## src/rtl/pdatapath_mc.sv

```systemverilog
// pdatapath_mc: multi-cycle 4-register datapath (FETCH/DECODE/EXEC/WB) with run/step control
//   clk, rst_general : clock, synchronous active-high reset
//   run, step        : free-run enable, single-instruction start pulse (sampled in IDLE)
//   imem_addr/data   : registered ROM address, ROM data valid one cycle later
//   dbg_addr/data    : combinational register-file read port
//   pc, alu_result, ovf, halted, instr_done : architectural status
module pdatapath_mc #(
    parameter int DATA_W = 8,
    parameter int PC_W   = 8
) (
    input  logic              clk,
    input  logic              rst_general,
    input  logic              run,
    input  logic              step,
    output logic [PC_W-1:0]   imem_addr,
    input  logic [15:0]       imem_data,
    input  logic [1:0]        dbg_addr,
    output logic [DATA_W-1:0] dbg_data,
    output logic [PC_W-1:0]   pc,
    output logic [DATA_W-1:0] alu_result,
    output logic              ovf,
    output logic              halted,
    output logic              instr_done
);
    typedef enum logic [2:0] {IDLE, FETCH, DECODE, EXEC, WB, HALTED} state_t;
    state_t state, state_n;
    logic [15:0] ir;
    logic [DATA_W-1:0] rf [4];
    logic taken;
    logic [3:0] op;
    logic [1:0] rs, rt, rd, wr_sel;
    logic [DATA_W-1:0] a, b, b_op, imm_x, sum, diff, res;
    logic ovf_add, ovf_sub, wr_en;
    logic [PC_W-1:0] pc_n;

    assign op = ir[15:12];
    assign rs = ir[11:10];
    assign rt = ir[9:8];
    assign rd = ir[7:6];
    assign imm_x = DATA_W'($signed(ir[7:0]));
    // R0 is never written, so a plain array read already returns 0 for it
    assign a = rf[rs];
    assign b = rf[rt];
    assign dbg_data = rf[dbg_addr];
    assign instr_done = state == WB;
    assign halted = state == HALTED;
    assign wr_en = op <= 4'd5;
    assign wr_sel = op <= 4'd3 ? rd : rt;
    assign pc_n = pc + PC_W'(1) + (taken ? PC_W'($signed(ir[7:0])) : '0);

    always_comb begin
        b_op = op == 4'd4 ? imm_x : b;
        sum = a + b_op;
        diff = a - b;
        ovf_add = (a[DATA_W-1] == b_op[DATA_W-1]) && (sum[DATA_W-1] != a[DATA_W-1]);
        ovf_sub = (a[DATA_W-1] != b[DATA_W-1]) && (diff[DATA_W-1] != a[DATA_W-1]);
        res = (op == 4'd0 || op == 4'd4) ? sum :
              (op == 4'd1 || op == 4'd6) ? diff :
              op == 4'd2 ? (a & b) :
              op == 4'd3 ? (a | b) : imm_x;
    end

    always_comb begin
        state_n = state;
        case (state)
            IDLE:    state_n = (run || step) ? FETCH : IDLE;
            FETCH:   state_n = DECODE;
            DECODE:  state_n = EXEC;
            EXEC:    state_n = op == 4'hF ? HALTED : WB;
            WB:      state_n = run ? FETCH : IDLE;
            default: state_n = HALTED;
        endcase
    end

    always_ff @(posedge clk) begin
        if (rst_general) begin
            state <= IDLE;
            pc <= '0;
            imem_addr <= '0;
            ir <= '0;
            rf <= '{default: '0};
            alu_result <= '0;
            ovf <= 1'b0;
            taken <= 1'b0;
        end else begin
            state <= state_n;
            if (state == DECODE)
                ir <= imem_data;
            if (state == EXEC) begin
                if (op <= 4'd6)
                    alu_result <= res;
                if (op == 4'd0 || op == 4'd1 || op == 4'd4)
                    ovf <= op == 4'd1 ? ovf_sub : ovf_add;
                else if (op == 4'd2 || op == 4'd3 || op == 4'd5)
                    ovf <= 1'b0;
                taken <= op == 4'd6 && a == b;
            end
            if (state == WB) begin
                if (wr_en && wr_sel != 2'd0)
                    rf[wr_sel] <= alu_result;
                // imem_addr tracks pc so the ROM has already produced the word by DECODE
                pc <= pc_n;
                imem_addr <= pc_n;
            end
        end
    end
endmodule

```

## config.mk

```make
export PLATFORM = sky130hd
export DESIGN_NAME = pdatapath_mc
export DESIGN_NICKNAME = d
export VERILOG_FILES = /design/src/rtl/pdatapath_mc.sv
export SDC_FILE = /design/constraint.sdc
export NUM_CORES = 1
export LEC_CHECK = 0
export CORE_MARGIN = 2
export CORE_UTILIZATION = 53
export CTS_BUF_LIST = sky130_fd_sc_hd__clkbuf_8
export DETAILED_ROUTE_END_ITERATION = 12
export PLACE_DENSITY = 0.85
export SLEW_MARGIN = 20
export SYNTH_ARGS = -nofsm -noshare
export SYNTH_HDL_FRONTEND = slang
export SYNTH_SLANG_ARGS = --single-unit
```

## constraint.sdc

```tcl
create_clock -name clk -period 3.4 [get_ports clk]
set_clock_uncertainty 0.1 [all_clocks]
set_input_delay 0.68 -clock clk [delete_from_list [all_inputs] [get_ports clk]]
set_output_delay 0.68 -clock clk [all_outputs]
set_load 0.005 [all_outputs]
```

==> metrics.txt <==
worst min-delay path endpoint pc[4]; register area share after synthesis 28.5%; endpoint type of the worst setup path flip-flop; PD cells 317 nW/um^2; clock-pin slew on the worst setup and hold paths 0.08 ns; number of synthesized flops with an enable pin 0; Worst setup SP type flip-flop; count leader, synth dfxtp_1; FMAX 306 MHz; worst slew pin tran 1.04 ns; Maximum Capacitance Violations 0; CTS root buffer clkbuf_8; Fin. Hold Viols 0; Total GRT Usage 26.0%; synth top area cells dfxtp_1, mux4_2, ha_1; biggest area consumer among synthesized cells dfxtp_1; ANT nets after route 0; Setup violations, final 0; top cells by count, synth dfxtp_1, nand2_1, nor2_1, a21oi_1, ha_1; Via density 6.01; hold crit path type flip-flop to flip-flop; drt pass-1 iters 5; vias in the first global route 4214; Initial Utilization 55.0%; slew margin rel. 30.6%; synthesized area per cell 8.79 um^2; Tmin final 3.27 ns; via count 4239; gp weighted congestion 0.922; H-tree Lvls 3; Leak 2.08 nW; CP Class flip-flop to flip-flop; crit path DAT 3.45 ns; TritonCTS clock tree yes; Buffers on Ports 56; NumNets Final 654; ys async rst share 0%; Fill cells 690; worst reg2reg path depth 11; post-synthesis cell type count 57; synthesis-to-finish area growth 16.7%; 1st-iter DRT viols 347; clock buffer depth 2; Peak supply drop 0.271 mV; outcome complete, no violations; Die Width 99.6 um; Req. time, crit path 3.58 ns; FF-to-FF End ovf; drt wl/cell 17.8 um; layout cells sized above 1 11.2%; clock sinks 69; DRC 0; Yosys reg bits 69; Clock Latency Late Sink 0.36 ns; Post-synth top flop dfxtp_1; worst hold path cell count 2; largest net degree at the start of global routing 55; initial antenna violation count 0; YS warnings 0; CTS buffer count 9; Die H 99.6 um; setup bufs post-CTS 0; setup TNS 0 ns; crit share post-route 96.1%; number of antenna diodes 0; RSZ-0062 raised after global routing no; crit-path max FO 6; grt ovf 0; syn_nets 613; Resize count post-CTS 0; top cell type's share of synthesized area 28.5%; DP HPWL 9180 um; worst reg-to-reg setup slack 0.13 ns; I/O pin count 57; core area 8810 um^2; Core Rows 34; final wirelength 12500 um; Slew Limit Fails 0; Tot Pwr 1.79 mW; Hold Buf Count CTS 0; Worst R2R Start ir[8]; first-pass GRT wire length 20600 um; Cells after Synth 551; Die ar. 9920 um^2; synthesized cell area 4840 um^2; Worst Hold Launch pc[4]
## worst max-delay path by stage
stage                 from            end  slack (ns)  cells after the start
CTS                 ir[10]  alu_result[6]        0.05                     11
global placement    ir[10]  alu_result[6]        0.20                      9
finish               ir[8]            ovf        0.13                     11
global route        ir[10]  alu_result[6]        0.02                     11
floorplan           ir[10]  alu_result[6]        0.12                     12
detailed placement  ir[10]  alu_result[6]        0.13                     11
## cell type report
cell class | count | area [um^2] | area share, %
Clock buffer | 10 | 138 | 2.44
Clock inverter | 6 | 46.3 | 0.819
Inverter | 38 | 143 | 2.52
Multi-Input combinational cell | 403 | 3140 | 55.6
Sequential cell | 69 | 1380 | 24.4
Tap cell | 108 | 135 | 2.39
Timing Repair Buffer | 71 | 668 | 11.8
## where the power goes
part           internal [mW]  switching, mW
Combinational          0.114          0.150
Clock                  0.291          0.368
Sequential             0.832         0.0345
## state kept, by name, indices dropped and copies added, names as in the netlist
name        count
ir             16
taken           1
state           3
alu_result      8
rf             32
pc              8
ovf             1
## critical path: stages, from the launching register on
cell and delay, ns:
dfxtp_1 0.39, buf_4 0.20, mux4_2 0.56, inv_1 0.13, o21ai_0 0.11, ha_1 0.36
o21ai_0 0.12, o21bai_1 0.22, o22ai_1 0.19, or4b_1 0.54, o211a_1 0.15, o22ai_1 0.11
## layout by cell type, fill, tap and decap left out, types with 3 or more instances in the layout
cell	count
nand2b_1	4
clkdlybuf4s50_1	55
buf_4	15
nand2_1	54
mux2i_1	30
nor2b_1	14
nand3b_1	5
a21o_1	3
nand4_1	4
fa_1	3
nor2_1	50
a31oi_1	6
a21oi_1	41
o21ai_0	15
inv_1	36
o22ai_1	3
o21bai_1	3
and2_1	8
or3_1	5
xnor2_1	13
o21ai_1	3
ha_1	36
xor2_1	3
a211oi_1	17
mux4_2	24
a211o_1	5
nor3_1	9
nor3b_1	6
clkbuf_8	10
dfxtp_1	69
nand3_1	4
o21a_1	4
## logic make-up (layout without fill, tap and decap cells)
group / after synthesis / count (layout) / share of synthesized area [%]
XOR/XNOR: 16 / 16 / 2.89
flip-flops: 69 / 69 / 28.5
AND/OR/NAND/NOR: 180 / 180 / 18.5
AO/OA/AOI/OAI: 113 / 113 / 14.7
adder cells (fa/ha/maj): 40 / 40 / 10.8
multiplexers: 54 / 54 / 17.4
buffers and inverters: 79 / 125 / 7.18
## per-layer routing
layer  track usage [%]  vias to the layer above  part of all wire, %
li1                  -                     2017                    -
met1              35.0                     2021                   44
met2              43.1                      178                   48
met3              3.72                       23                  5.8
met4              8.64                        0                  2.0
met5                 0                        -                    0
## metrics by stage
step / cells / setup slack [ns] / util [%] / hold slack, ns / instance area, um^2
finish: 705 / 0.134 / 64.2 / 0.403 / 5650
global route: 705 / 0.0224 / 64.2 / 0.418 / 5650
CTS: 705 / 0.0470 / 63.9 / 0.400 / 5630
detailed placement: 689 / 0.126 / 61.8 / 0.388 / 5450
global placement: 689 / 0.202 / 61.8 / 0.376 / 5450
floorplan: 551 / 0.121 / - / 0.358 / 4840
Power figures use the tool's default switching activity.
==> patch 1: new RTL, same settings <==
Re-encode `state_t` (6 states) as one-hot, 6 bits wide.
--- a/src/rtl/pdatapath_mc.sv
+++ b/src/rtl/pdatapath_mc.sv
@@ -22,7 +22,7 @@
     output logic              halted,
     output logic              instr_done
 );
-    typedef enum logic [2:0] {IDLE, FETCH, DECODE, EXEC, WB, HALTED} state_t;
+    typedef enum logic [5:0] {IDLE = 6'b000001, FETCH = 6'b000010, DECODE = 6'b000100, EXEC = 6'b001000, WB = 6'b010000, HALTED = 6'b100000} state_t;
     state_t state, state_n;
     logic [15:0] ir;
     logic [DATA_W-1:0] rf [4];
Formal check against the unedited RTL: no difference found for any inputs over 4 cycles, from zero or initial values and one cycle with rst_general high; so few cycles prove little.
==> patch 1 against the unedited design <==
Sequential cell count grew 3; routed wire length shrank 2.5%; cell area grew 2.9%; setup slack gained 0.068 ns; first-iteration DRC count shrank 16%; synthesized cell count shrank 2.4%; area after synthesis grew 3.7%; count of clock-buffer cells in the layout shrank 1; highest routed layer unchanged.
Power is not compared: it rests on default switching activity, and its combinational part moved more than twofold at a synthesized area within 25%.
==> patch 1: results (changes against the unedited design) <==
Worst EP arrival 3.30 ns (-0.15 ns); Synth area leaders dfxtp_1 (29%), mux4_2 (11%), mux2i_1 (10%); placed cell count 678 (-1.6%); GR Util met3 0.04348 (+0.006233); drt total wl 12230 µm (-2.5%); status complete, no violations; GP Congestion 0.9801 (+6.3%); Placement Setup Slack 0.2198 ns (+0.09366 ns); routing usage on met2 0.4213 (-0.01010); # nets final 640 (-2.1%); register area share after synthesis 0.2871 (+0.001796); hold slack 0.3938 ns (-0.008919 ns); period utilisation layout 0.9407 (-0.01987); HPWL after DPL 9094 µm (-0.91%); largest net degree at the start of global routing 60 (+9.1%); Netlist cell types 58 (+1.8%); Placed Area 5615 µm² (+3.1%); Reg2Reg Depth 10 (-1); synth cell count leaders dfxtp_1 (72), nor2_1 (69), mux2i_1 (50); vias in the first global route 4201 (-0.31%); first-pass GRT wire length 20330 µm (-1.2%); Post-Layout Cell Count 694 (-1.6%); average size of a mapped cell 9.333 µm² (+6.2%); fraction of layout cells with a size suffix above 1 0.1201 (+0.007841); setup slack, reg-to-reg 0.20 ns (+0.07 ns); via/cell ratio 6.019 (about the same); relative slew slack 0.3153 (+0.009571); Hold Crit Start ovf; Synthesized Nets 600 (-2.1%)
patch 1: how the worst max path moves through the flow:
| stage | endpoint | cells after the start |
|---|---|---|
| after CTS | alu_result[6] | 11 |
| final | ovf | 10 |
| after floorplan | alu_result[6] | 12 |
| after detailed placement | alu_result[6] | 11 |
| after global placement | dbg_data[0] | 4 |
| after global routing | alu_result[6] | 11 |
patch 1: routing by layer:
metal  vias up  routed length (µm)
met2       164                5932
li1       1989                   -
met3        22                 803
met5         -                   0
met1      2002                5273
met4         0                 223
patch 1: worst max-delay path, delay by kind of cell, from the launching register on:
kind / cells / cell delay (ns)
multiplexers: 3 / 1.09
adder cells (fa/ha/maj): 1 / 0.36
buffers and inverters: 1 / 0.19
AO/OA/AOI/OAI: 5 / 0.93
flip-flops: 1 / 0.38
patch 1: kinds of logic (layout without fill, tap and decap cells):
family,after synthesis,after routing,synth area share
DFF,72,72,0.2871
AOI/OAI and AO/OA,87,87,0.1184
xor gates and xnor gates,16,16,0.02791
and+or+nand+nor,166,166,0.1692
adders and majority gates,40,40,0.1042
buffers and inverters,76,121,0.06952
muxes,81,81,0.2238
patch 1: where the power goes:
group / switching [mW] / leakage [nW] / internal [mW]
combinational: 0.0414 / 1.79 / 0.0450
sequential: 0.00583 / 0.581 / 0.847
clock: 0.350 / 0.0970 / 0.339
patch 1: area by class of cell:
cell class / count / share of cell area
multi-input cells: 390 / 0.5561
flip-flops and latches: 72 / 0.2480
repair buffers: 70 / 0.1158
well taps: 111 / 0.02390
inverters: 35 / 0.02260
clock buffers: 9 / 0.02131
clock inverters: 7 / 0.01227
==> patch 2: new RTL, same flow settings <==
Without the edit above. Set the parameter `PC_W` to 12 (it was 8).
--- a/src/rtl/pdatapath_mc.sv
+++ b/src/rtl/pdatapath_mc.sv
@@ -6,7 +6,7 @@
 //   pc, alu_result, ovf, halted, instr_done : architectural status
 module pdatapath_mc #(
     parameter int DATA_W = 8,
-    parameter int PC_W   = 8
+    parameter int PC_W   = 12
 ) (
     input  logic              clk,
     input  logic              rst_general,
Ports: changed (resized imem_addr and pc); port bits go from 57 to 65. The function was not compared with the original's and may differ.
==> patch 2 against the unedited design <==
Highest routed layer unchanged; routed wire length grew 11%; largest power group unchanged; setup slack better by 0.0041 ns; worst hold slack better by 0.00063 ns; total power rose by 6.6%; area after synthesis up 7.7%; critical path type unchanged; die area grew 7.4%; cell area grew 7.9%; sequential cell count grew 4; final cell count increased by 10%; combinational power grew 7%.
==> patch 2: results (changes against the unedited design) <==
mux share of post-synthesis cell area 0.1581 (-0.01557); Synth Area in Compound Gates 0.1732 (+0.02590); drt total wl 13900 µm (+11%); HPWL after DPL 10180 µm (+11%); average size of a mapped cell 8.796 µm² (about the same); area of the multi-input gates 3390 µm² (+8.0%); Largest regs rf: 32 flops, ir: 16 flops, pc: 12 flops; Synthesized Nets 659 (+7.5%); Initial DRT Pass Iterations 10 (+5); port bufs 64 (+14%); Max VDD drop 0.2076 mV (-23%); fraction of layout cells with a size suffix above 1 0.1087 (-0.003532); Post-Layout Cell Count 777 (+10%); Critical Path Slowest Stage Cell mux4_2; critical path's largest stage delay 0.57 ns; largest net degree at the start of global routing 42 (-24%); Synth Area in XOR/XNOR 0.02183 (-0.007113); # nets final 705 (+7.8%); Clk Latency, worst-skew pair 0.36 ns (about the same); GR Util All Layers 0.2737 (+0.01377); status complete, no violations; CP Max Fanout 5 (-1); initial DRC count 466 (+34%); first-pass GRT wire length 22650 µm (+10%); Leak Pwr 2.247 nW (+8.0%); Worst EP arrival 3.44 ns (about the same); capturing point of the worst reg2reg path alu_result[6]; htree depth 3 (unchanged); Worst Setup EP alu_result[6]; CTS root buf clkbuf_8; via/cell ratio 6.009 (about the same); ys async rst share 0 (unchanged); worst-case clock buffer depth 2 (unchanged); vias in the first global route 4561 (+8.2%); Synth area leaders dfxtp_1 (28%), mux4_2 (10%), ha_1 (9.8%); synth cell count leaders dfxtp_1 (73), nor2_1 (64), nand2_1 (58); Netlist cell types 64 (+12%); initial antenna violation count 0 (unchanged); placed cell count 761 (+10%); Post-CTS Setup Inserts 0 (unchanged); clk slew on worst S/H paths 0.09 ns; adder-cell share of the synthesized area 0.1099 (+0.001848); antenna diode count 0 (unchanged); Fillers 784 (+14%); total CTS buffers 9 (unchanged); register area share after synthesis 0.2802 (-0.005108); GP Congestion 0.9357 (+1.5%); Worst Slack Setup Final 0.1381 ns (+0.004102 ns); Synth warnings 0 (unchanged); Placement Setup Slack 0.1579 ns (+0.03169 ns); Reg2Reg Depth 10 (-1); Placed Area 5901 µm² (+8.4%); combinational family with the most area after synthesis simple AND/OR/NAND/NOR gates; hold crit path type flip-flop to flip-flop; worst slew pin tran 0.6527 ns (-0.3842 ns); reg2reg start ir[10]
[patch 2: changes by cell type in the layout (fill, tap and decap cells not counted), sizes merged, moves of 5 or more]
cell           unedited run  this run
nor2                     53        64
o21ai                    18        28
clkdlybuf4s50            55        63
nor3b                     7         1
nand3b                    5        10
xnor2                    13         8
[patch 2: critical path: cells and delay by family (launching register included)]
kind            cells  cell delay, ns
flops               1            0.52
fa+ha+maj           1            0.27
compound gates      4            0.92
buf+inv             2            0.32
mux                 1            0.57
simple gates        2            0.49
[patch 2: per-layer routing]
layer  vias up  part of all wire  GRT usage
met1      2209              0.42     0.3648
met5         -                 0          0
met2       215              0.47     0.4351
li1       2196                 -          -
met4         0             0.034     0.1134
met3        49             0.076    0.05712
[patch 2: worst min-delay path by stage]
stage | depth (start not counted) | end | startpoint | slack [ns]
floorplan | 1 | state[1] | state[2] | 0.35
global route | 1 | rf[31] | rf[31] | 0.43
finish | 1 | state[1] | state[2] | 0.40
global placement | 1 | state[1] | state[2] | 0.37
CTS | 1 | rf[25] | rf[25] | 0.40
detailed placement | 1 | state[1] | state[2] | 0.39
[patch 2: cell type report]
class,instances,share of cell area
clock buffers,9,0.02032
multi-input cells,440,0.5559
repair buffers,79,0.1227
well taps,133,0.02729
flip-flops and latches,73,0.2399
clock inverters,7,0.01170
inverters,36,0.02216
[patch 2: power by group]
part	total [mW]	internal [mW]	switching, mW
Sequential	0.932	0.883	0.0497
Clock	0.693	0.339	0.355
Combinational	0.282	0.129	0.152
Total	1.91	1.35	0.557
[patch 2: timing repair]
action | 4_1_cts | 5_1_grt
setup endpoints to repair | 0 | 3
endpoints found under the hold margin | 0 | 0
resized for setup | 0 | 1
